### src/rtl/vx_commit_gather_pkg.sv
// Shared commit-side types and sizing helpers for the lane-sliced
// writeback path, reused by the serializer and the gather block.
package vx_commit_gather_pkg;

    localparam int DEF_NUM_THREADS = 4;
    localparam int DEF_NUM_LANES   = 2;
    localparam int DEF_NUM_WARPS   = 4;
    localparam int DEF_XLEN        = 32;
    localparam int DEF_NR_BITS     = 6;
    localparam int DEF_UUID_WIDTH  = 44;

    // Width of an index over n items, never below one bit.
    function automatic int up_clog2(input int n);
        return (n > 1) ? $clog2(n) : 1;
    endfunction

    localparam int DEF_NW_WIDTH  = up_clog2(DEF_NUM_WARPS);
    localparam int DEF_NUM_PIDS  = DEF_NUM_THREADS / DEF_NUM_LANES;
    localparam int DEF_PID_WIDTH = up_clog2(DEF_NUM_PIDS);

    typedef struct packed {
        logic [DEF_UUID_WIDTH-1:0] uuid;
        logic [DEF_NW_WIDTH-1:0]   wid;
        logic [DEF_XLEN-1:0]       PC;
        logic [DEF_NR_BITS-1:0]    rd;
        logic                      wb;
    } commit_hdr_t;

    typedef enum logic [1:0] {
        GS_IDLE   = 2'd0,
        GS_GATHER = 2'd1,
        GS_FULL   = 2'd2
    } gather_state_e;

endpackage

### src/rtl/vx_commit_gather_buf.sv
// Gather buffer: full-width data and tmask registers with a
// pid-addressed slice-write port and a mask clear for new records.
module vx_commit_gather_buf
    import vx_commit_gather_pkg::*;
#(
    parameter int NUM_THREADS = DEF_NUM_THREADS,
    parameter int NUM_LANES   = DEF_NUM_LANES,
    parameter int XLEN        = DEF_XLEN,
    parameter int PID_WIDTH   = DEF_PID_WIDTH
) (
    input  logic                        clk_i,
    input  logic                        reset_i,
    input  logic                        clr_i,
    input  logic                        wr_i,
    input  logic [PID_WIDTH-1:0]        pid_i,
    input  logic [NUM_LANES-1:0]        tmask_i,
    input  logic [NUM_LANES*XLEN-1:0]   data_i,
    output logic [NUM_THREADS-1:0]      tmask_o,
    output logic [NUM_THREADS*XLEN-1:0] data_o
);

    localparam int NUM_PIDS = NUM_THREADS / NUM_LANES;
    localparam int SLW      = NUM_LANES * XLEN;

    logic [NUM_THREADS-1:0]      tmask_q, tmask_d;
    logic [NUM_THREADS*XLEN-1:0] data_q, data_d;

    always_comb begin
        tmask_d = clr_i ? '0 : tmask_q;
        data_d  = data_q;
        for (int p = 0; p < NUM_PIDS; p++) begin
            if (wr_i && (int'(pid_i) == p)) begin
                tmask_d[p*NUM_LANES +: NUM_LANES] = tmask_i;
                data_d[p*SLW +: SLW]              = data_i;
            end
        end
    end

    always_ff @(posedge clk_i) begin
        if (!reset_i) begin
            tmask_q <= '0;
            data_q  <= '0;
        end else begin
            tmask_q <= tmask_d;
            data_q  <= data_d;
        end
    end

    assign tmask_o = tmask_q;
    assign data_o  = data_q;

endmodule

### src/rtl/vx_commit_gather.sv
// Reassembles lane-sliced commit beats into one full-warp writeback
// record, with a single gather buffer and sticky sequence-error flag.
module vx_commit_gather
    import vx_commit_gather_pkg::*;
#(
    parameter int NUM_THREADS  = DEF_NUM_THREADS,
    parameter int NUM_LANES    = DEF_NUM_LANES,
    parameter int NUM_WARPS    = DEF_NUM_WARPS,
    parameter int XLEN         = DEF_XLEN,
    parameter int NR_BITS      = DEF_NR_BITS,
    parameter int UUID_WIDTH   = DEF_UUID_WIDTH,
    localparam int NW_WIDTH    = up_clog2(NUM_WARPS),
    localparam int NUM_PIDS    = NUM_THREADS / NUM_LANES,
    localparam int PID_WIDTH   = up_clog2(NUM_PIDS)
) (
    input  logic                        clk,
    input  logic                        reset,

    input  logic                        in_valid,
    output logic                        in_ready,
    input  logic [UUID_WIDTH-1:0]       in_uuid,
    input  logic [NW_WIDTH-1:0]         in_wid,
    input  logic [XLEN-1:0]             in_PC,
    input  logic [NR_BITS-1:0]          in_rd,
    input  logic                        in_wb,
    input  logic [NUM_LANES-1:0]        in_tmask,
    input  logic [NUM_LANES*XLEN-1:0]   in_data,
    input  logic [PID_WIDTH-1:0]        in_pid,
    input  logic                        in_sop,
    input  logic                        in_eop,

    output logic                        out_valid,
    input  logic                        out_ready,
    output logic [UUID_WIDTH-1:0]       out_uuid,
    output logic [NW_WIDTH-1:0]         out_wid,
    output logic [XLEN-1:0]             out_PC,
    output logic [NR_BITS-1:0]          out_rd,
    output logic                        out_wb,
    output logic [NUM_THREADS-1:0]      out_tmask,
    output logic [NUM_THREADS*XLEN-1:0] out_data,

    output logic                        err_seq
);

    gather_state_e state_q, state_d, base_st;

    logic                  err_q, err_d;
    logic [UUID_WIDTH-1:0] uuid_q;
    logic [NW_WIDTH-1:0]   wid_q;
    logic [XLEN-1:0]       pc_q;
    logic [NR_BITS-1:0]    rd_q;
    logic                  wb_q;

    logic accept, out_fire, pid_bad, wid_bad;
    logic start, wr;

    always_comb begin
        in_ready = reset & ((state_q != GS_FULL) | out_ready);
        out_fire = (state_q == GS_FULL) & out_ready;
        accept   = in_valid & in_ready;
        // A beat accepted alongside a retiring record sees an empty buffer.
        base_st  = out_fire ? GS_IDLE : state_q;
        pid_bad  = int'(in_pid) >= NUM_PIDS;
        wid_bad  = in_wid != wid_q;

        state_d = base_st;
        err_d   = err_q;
        start   = 1'b0;
        wr      = 1'b0;

        if (accept) begin
            if (pid_bad) begin
                err_d = 1'b1;
            end else if (in_sop) begin
                start = 1'b1;
                wr    = 1'b1;
                if (base_st == GS_GATHER) err_d = 1'b1;
            end else if (base_st != GS_GATHER) begin
                err_d = 1'b1;
            end else if (wid_bad) begin
                err_d = 1'b1;
            end else begin
                wr = 1'b1;
            end
            if (wr) state_d = in_eop ? GS_FULL : GS_GATHER;
        end
    end

    always_ff @(posedge clk) begin
        if (!reset) begin
            state_q <= GS_IDLE;
            err_q   <= 1'b0;
            uuid_q  <= '0;
            wid_q   <= '0;
            pc_q    <= '0;
            rd_q    <= '0;
            wb_q    <= 1'b0;
        end else begin
            state_q <= state_d;
            err_q   <= err_d;
            if (start) begin
                uuid_q <= in_uuid;
                wid_q  <= in_wid;
                pc_q   <= in_PC;
                rd_q   <= in_rd;
                wb_q   <= in_wb;
            end
        end
    end

    vx_commit_gather_buf #(
        .NUM_THREADS (NUM_THREADS),
        .NUM_LANES   (NUM_LANES),
        .XLEN        (XLEN),
        .PID_WIDTH   (PID_WIDTH)
    ) u_buf (
        .clk_i   (clk),
        .reset_i (reset),
        .clr_i   (start),
        .wr_i    (wr),
        .pid_i   (in_pid),
        .tmask_i (in_tmask),
        .data_i  (in_data),
        .tmask_o (out_tmask),
        .data_o  (out_data)
    );

    assign out_valid = (state_q == GS_FULL);
    assign out_uuid  = uuid_q;
    assign out_wid   = wid_q;
    assign out_PC    = pc_q;
    assign out_rd    = rd_q;
    assign out_wb    = wb_q;
    assign err_seq   = err_q;

endmodule
### config.mk
export PLATFORM = sky130hd
export DESIGN_NAME = vx_commit_gather
export DESIGN_NICKNAME = d
export VERILOG_FILES = /design/src/rtl/vx_commit_gather_pkg.sv /design/src/rtl/vx_commit_gather_buf.sv /design/src/rtl/vx_commit_gather.sv
export SDC_FILE = /design/constraint.sdc
export NUM_CORES = 1
export LEC_CHECK = 0
export CAP_MARGIN = 20
export CORE_ASPECT_RATIO = 1.1
export CORE_UTILIZATION = 37
export CTS_CLUSTER_SIZE = 10
export DETAILED_ROUTE_END_ITERATION = 10
export MAX_ROUTING_LAYER = met4
export PLACE_DENSITY_LB_ADDON = 0.1
export RECOVER_POWER = 50
export SLEW_MARGIN = 40
export SYNTH_ARGS = -nofsm -noshare
export SYNTH_HDL_FRONTEND = slang
export SYNTH_SLANG_ARGS = --single-unit
### constraint.sdc
create_clock -name clk -period 1.7 [get_ports clk]
set_input_delay 0.255 -clock clk [delete_from_list [all_inputs] [get_ports clk]]
set_output_delay 0.255 -clock clk [all_outputs]
set_load 0.01 [all_outputs]
# == Yosys cells after proc, flatten, opt, wreduce, memory -nomap -nowiden ==
# Cells that the tools add are included.
# op_classes
eq_ne,6
order_cmp,0
bitwise,5
mux,18
n_reduce_logical,6
n_div,0
addsub,0
multipliers,0
shift,0
# op_table
operator,count
$mux 2,6
$mux 1,11
$mux 4,1
$ne 2x1->1 const B,2
$reduce_bool 2->1,2
$and 1x1->1,3
$reduce_and 3->1,1
$reduce_bool 3->1,1
$eq 2x1->1 const B,1
$eq 2x2->1 const B,1
$logic_and 1x1->1,2
$ne 2x2->1,1
$ne 2x2->1 const B,1
$not 1->1,1
$or 1x1->1,1
# word_totals
output_inout_bits,220
ram_bits,0
latch_bits,0
input_bits,158
ff_bits,220
memories,0
romBits,0

# == Logic depth before layout (Yosys ltp) ==
# Gate-level depths: netlist of run 1.
# depth
word_depth,10
depth_mapped,8
mapped_depth_nobuf,4

# == Cells and area by module ==
# A second synthesis of run 1 with hierarchy kept.
# unflattened
hier_cells,966
area_unflattened_um2,8216.6
# by_module_without_submodules
module,cells_each,n_inst,area_per_inst_um2
vx_commit_gather_buf,574,1,4860.9
vx_commit_gather,392,1,3355.7

# == Worst setup path before layout of run 1 ==
# OpenSTA, ideal clock, no wires.
# synth_timing
path_type,register -> register
startpoint,register state_q[0]
endpoint,"register u_buf.data_q[23], in the netlist u_buf.data_o[23]"
required_time_ns,1.628
setup_time_ns,0.072
path_stages_with_launch,8
slack_ns,0.072
t_arrival_ns,1.556
path_cell_list,dfxtp_1 > or3b_1 > nand3_1 > or3_1 > clkbuf_1 > buf_6 > buf_6 > mux2i_1
# synth_between
elab_chain_len,9
word_cells_on_any_way,13
# synth_rtl
item,line_no,source
start: declaration,vx_commit_gather.sv:45,"gather_state_e state_q, state_d, base_st;"
start signal: assignment,vx_commit_gather.sv:99,state_q <= state_d;
$eq 2x2->1,vx_commit_gather.sv:59,out_fire = (state_q == GS_FULL) & out_ready;
$and 1x1->1,vx_commit_gather.sv:59,
$mux 2,vx_commit_gather.sv:62,base_st = out_fire ? GS_IDLE : state_q;
$ne 2x1->1,vx_commit_gather.sv:78,end else if (base_st != GS_GATHER) begin
$mux 1,vx_commit_gather.sv:78,
$mux 1,vx_commit_gather.sv:74,end else if (in_sop) begin
$mux 1,vx_commit_gather.sv:71,if (accept) begin
$mux 1 (*),vx_commit_gather.sv:71,
$logic_and 1x1->1 (*),vx_commit_gather_buf.sv:32,if (wr_i && (int'(pid_i) == p)) begin
end signal: assignment,vx_commit_gather_buf.sv:45,data_q <= data_d;
end: declaration,vx_commit_gather_buf.sv:26,"logic [NUM_THREADS*XLEN-1:0] data_q, data_d;"
# Mark *: on every way between the ends. The rest lies on a longest branch, timed or not. The select of a mux whose other input is x is not followed.
# A chain may end at the register's enable or synchronous reset.

# == Final worst setup path of run 1 ==
# layout_timing
startpoint,register state_q[1]
endpoint,output port in_ready
# layout_between
elab_chain_len,3
# layout_rtl
item,line_no,source
$ne 2x2->1,vx_commit_gather.sv:58,in_ready = reset & ((state_q != GS_FULL) | out_ready);
$or 1x1->1,vx_commit_gather.sv:58,
$and 1x1->1,vx_commit_gather.sv:58,
end: declaration,vx_commit_gather.sv:20,"output logic in_ready,"
# No other way between the ends.

==> out/results.ini, run 1 <==
[run]
cap_violations = 0

[sta]
setup_ws_ns = -0.0392
maxSlewViolCount = 0
timing.fmax_ghz = 0.575
slew_headroom = 0.718
rsz0062_at_grt = true
min_period_ns = 1.74
finalSetupViolCount = 35
worst_pin_slew_ns = 0.424
min_period_over_period = 1.02
holdWs_ns = 0.286
finalHoldViolCount = 0
fin_skew_ns = 0.00528

[clock_tree]
cts_max_path_buffers = 3
clk_pin_slew_ns = 0.05
hold_buffers = 0
clk_latency_ns = 0.51
cts-buffers-inserted = 26
ctsHtreeMaxLevel = 1
clkSinkCount = 220
cts-root-buf = clkbuf_16
cts_tree = yes

[logic_synthesis]
syn_avg_cell_area_sq_um = 9.22
synth_top_cells_by_area = dfxtp_1 53%, nand2_1 17%, mux2i_1 16%
synth_top_area_cell = dfxtp_1
yosysSeqAreaShare = 0.533
synth_cell_types = 27
ys_ff_latch = 220
syn-cell-area_sq_um = 8260
synth_top_area_frac = 0.533
syn_nets = 1054
ys_warn_count = 0
synthCells = 896

[critical_path]
crit_type = flip-flop to output pin
worstPathMaxFanout = 3
reg2reg_depth = 7
critPathSlowestCell = or3b_4
crit_buf_inv = 1
cp-start-kind = flip-flop
cp_cell_sequence = or3b_4, and2_4, buf_6
setup.worst_path.end_class = output pin
cp.required_ns = 1.44
rrSetupSlack_ns = -0.03
cp_top_family = simple AND/OR/NAND/NOR gates
arrival_ns = 1.48
max_stage_delay_ns = 0.38
r2r_end = u_buf.data_o[17]
reg2reg_from = state_q[1]

[die]
num_io_pins = 378
fp.dieArea_sq_um = 22900
start_util = 0.383
core_area_sq_um = 21600
rows = 56
die_height_microns = 159
die_w_microns = 144

[power]
p_leak_nw = 5.32
switching_share = 0.224
p_clk_frac = 0.421
peakVddDrop_mv = 0.679
sequentialPowerShare = 0.466
power_density_nw_per_um2 = 871
internal_power_w = 0.00895
pwr-share-comb = 0.113
p_sw_w = 0.00259

[route]
wl_per_cell_microns = 16.6
ant_nets = 0
drt-total-wl_mm = 26.2
dr.first_iter.drc_count = 250
vias = 7325
via_per_inst = 4.65
first_pass_iters = 5
post-route-drc-count = 0

[cells_and_area]
syn_to_final_growth_pct = 60.4
finish.utilization = 0.614
layout-drive-gt1-share = 0.0678
fill_cells = 1954
nets = 1437

[run_status]
status = complete, but fails checks
failed_checks = negative setup slack

[global_route]
grt.overflow.total = 0
grt_pass1_wl_mm = 36.9
grt_pass1_vias = 6907
grt_max_degree = 95
antenna_found_initial = 2
grt_usage = 0.213

[placed_design]
io_buffers = 377
dpl.hpwl_mm = 17.7
gp_congestion = 0.796

[min_path]
min_from = reset
worst_hold_path_type = input pin to flip-flop
holdPathEnd = err_seq
worstHoldPathCells = 5

==> per-layer routing <==
| metal | vias up | wire [microns] | global-route usage |
|---|---|---|---|
| li1 | 3662 | - | - |
| met3 | 38 | 2260 | 0.0662 |
| met4 | 0 | 516 | 0.0652 |
| met1 | 3392 | 10700 | 0.236 |
| met5 | - | 0 | - |
| met2 | 233 | 12700 | 0.364 |
==> logic make-up (layout without fill, tap and decap cells) <==
kind of cell              Yosys count  after routing  share of synthesized area
and+or+nand+nor                   381            381                      0.178
other                               0              2                          0
AOI/OAI and AO/OA                  92             92                     0.0832
muxes                             132            132                      0.160
buffers and inverters              69            457                     0.0432
xor gates and xnor gates            2              2                    0.00212
DFF                               220            220                      0.533
==> registers in the layout (all words and copies together) (netlist names) <==
signal         cells
out_rd             6
err_seq            1
out_wid            2
state_q            2
out_PC            32
out_uuid          44
u_buf.tmask_o      4
u_buf.data_o     128
out_wb             1
==> synthesized netlist by cell type <==
cell,n
a21oi_1,2
nor2_1,1
a21boi_0,39
and2_1,1
inv_1,3
xnor2_1,2
and3_1,1
nand4_1,1
nor3b_1,2
dfxtp_1,220
a31oi_1,1
nor2b_1,1
buf_2,15
nand3_1,6
buf_4,1
or3_1,1
o21a_1,1
mux2i_1,132
nand2_1,364
clkbuf_1,40
and2b_1,1
a31o_1,1
a21boi_1,47
buf_6,10
or3b_1,1
and3b_1,1
o221ai_1,1
==> area by class of cell <==
| type | count | area (sq um) | share of cell area |
|---|---|---|---|
| repair buffers | 421 | 4210 | 0.318 |
| well taps | 290 | 363 | 0.0274 |
| clock buffers | 32 | 714 | 0.0539 |
| inverters | 3 | 11.3 | 0.000850 |
| diodes | 2 | 5.00 | 0.000378 |
| flip-flops and latches | 220 | 4410 | 0.333 |
| multi-input cells | 607 | 3530 | 0.267 |
| clock inverters | 1 | 5.00 | 0.000378 |
==> cells in the final DEF (no fill, tap or decap), types with 2 or more instances in the layout <==
| cell type | Yosys | routed |
|---|---|---|
| dfxtp_2 | 0 | 2 |
| nand3_1 | 6 | 5 |
| clkbuf_16 | 0 | 34 |
| clkbuf_1 | 40 | 39 |
| a21oi_1 | 2 | 2 |
| dfxtp_1 | 220 | 218 |
| buf_12 | 0 | 14 |
| mux2i_2 | 0 | 2 |
| a21boi_1 | 47 | 60 |
| a21boi_0 | 39 | 25 |
| clkdlybuf4s25_1 | 0 | 17 |
| buf_6 | 10 | 6 |
| clkdlybuf4s50_1 | 0 | 298 |
| xnor2_1 | 2 | 2 |
| clkbuf_8 | 0 | 2 |
| buf_4 | 1 | 14 |
| buf_8 | 0 | 4 |
| dlygate4sd2_1 | 0 | 23 |
| diode_2 | 0 | 2 |
| mux2i_1 | 132 | 130 |
| inv_1 | 3 | 3 |
| nand2_1 | 364 | 364 |
==> power groups by stage <==
| stage | sequential, W | clock, W | combinational, W |
|---|---|---|---|
| 5_1_grt | 0.00539 | 0.00521 | 0.00141 |
| 6_report | 0.00537 | 0.00486 | 0.00130 |
| 4_1_cts | 0.00537 | 0.00502 | 0.00128 |
| 3_5_place_dp | 0.00548 | 0 | 0.00128 |
| 3_3_place_gp | 0.00548 | 0 | 0.00128 |
| 2_1_floorplan | 0.00555 | 0 | 0.000416 |
==> worst max-delay path by stage <==
stage,start,to,slack (ns),cells after the start
after floorplan,state_q[0],u_buf.data_o[23],0.07,7
after global placement,out_ready,in_ready,-0.29,4
after detailed placement,in_wid[0],u_buf.data_o[44],-0.30,6
after CTS,state_q[1],in_ready,-0.07,3
after global routing,state_q[1],in_ready,-0.08,3
final,state_q[1],in_ready,-0.04,3
==> metrics by stage <==
stage               instances  worst slack [ns]  setup TNS [ns]  instance area (sq um)  power, W
floorplan                 896            0.0723               0                   8260   0.00596
global placement         1523            -0.288          -48.91                  12400   0.00675
detailed placement       1523            -0.299          -50.52                  12400   0.00676
CTS                      1558           -0.0695         -0.0785                  13100    0.0117
global route             1576           -0.0751           -6.25                  13200    0.0120
finish                   1576           -0.0392          -0.502                  13200    0.0115
==> repair_timing <==
item                       in CTS  in global routing
setup endpoints to repair      25                252
setup buffers                   2                  3
resized for setup              44                 79
pin swaps                       5                 19
cloned                          0                 13
hold endpoints to repair        0                  0
==> worst min-delay path, stage by stage <==
cell and delay, ns:
buf_6 0.12, nand3_2 0.08, buf_4 0.10, a21oi_1 0.04
o21a_1 0.15
No activity file was read; power rests on OpenSTA's default activity.
==> run 2, diff against run 1 <==
--- a/config.mk
+++ b/config.mk
@@ -10,6 +10,7 @@
 export CORE_UTILIZATION = 37
 export CTS_CLUSTER_SIZE = 10
 export DETAILED_ROUTE_END_ITERATION = 10
+export HOLD_SLACK_MARGIN = 0.12
 export MAX_ROUTING_LAYER = met4
 export PLACE_DENSITY_LB_ADDON = 0.1
 export RECOVER_POWER = 50
==> results of run 2 <==
The final DEF is identical to that of run 1; final timing and power are the same.
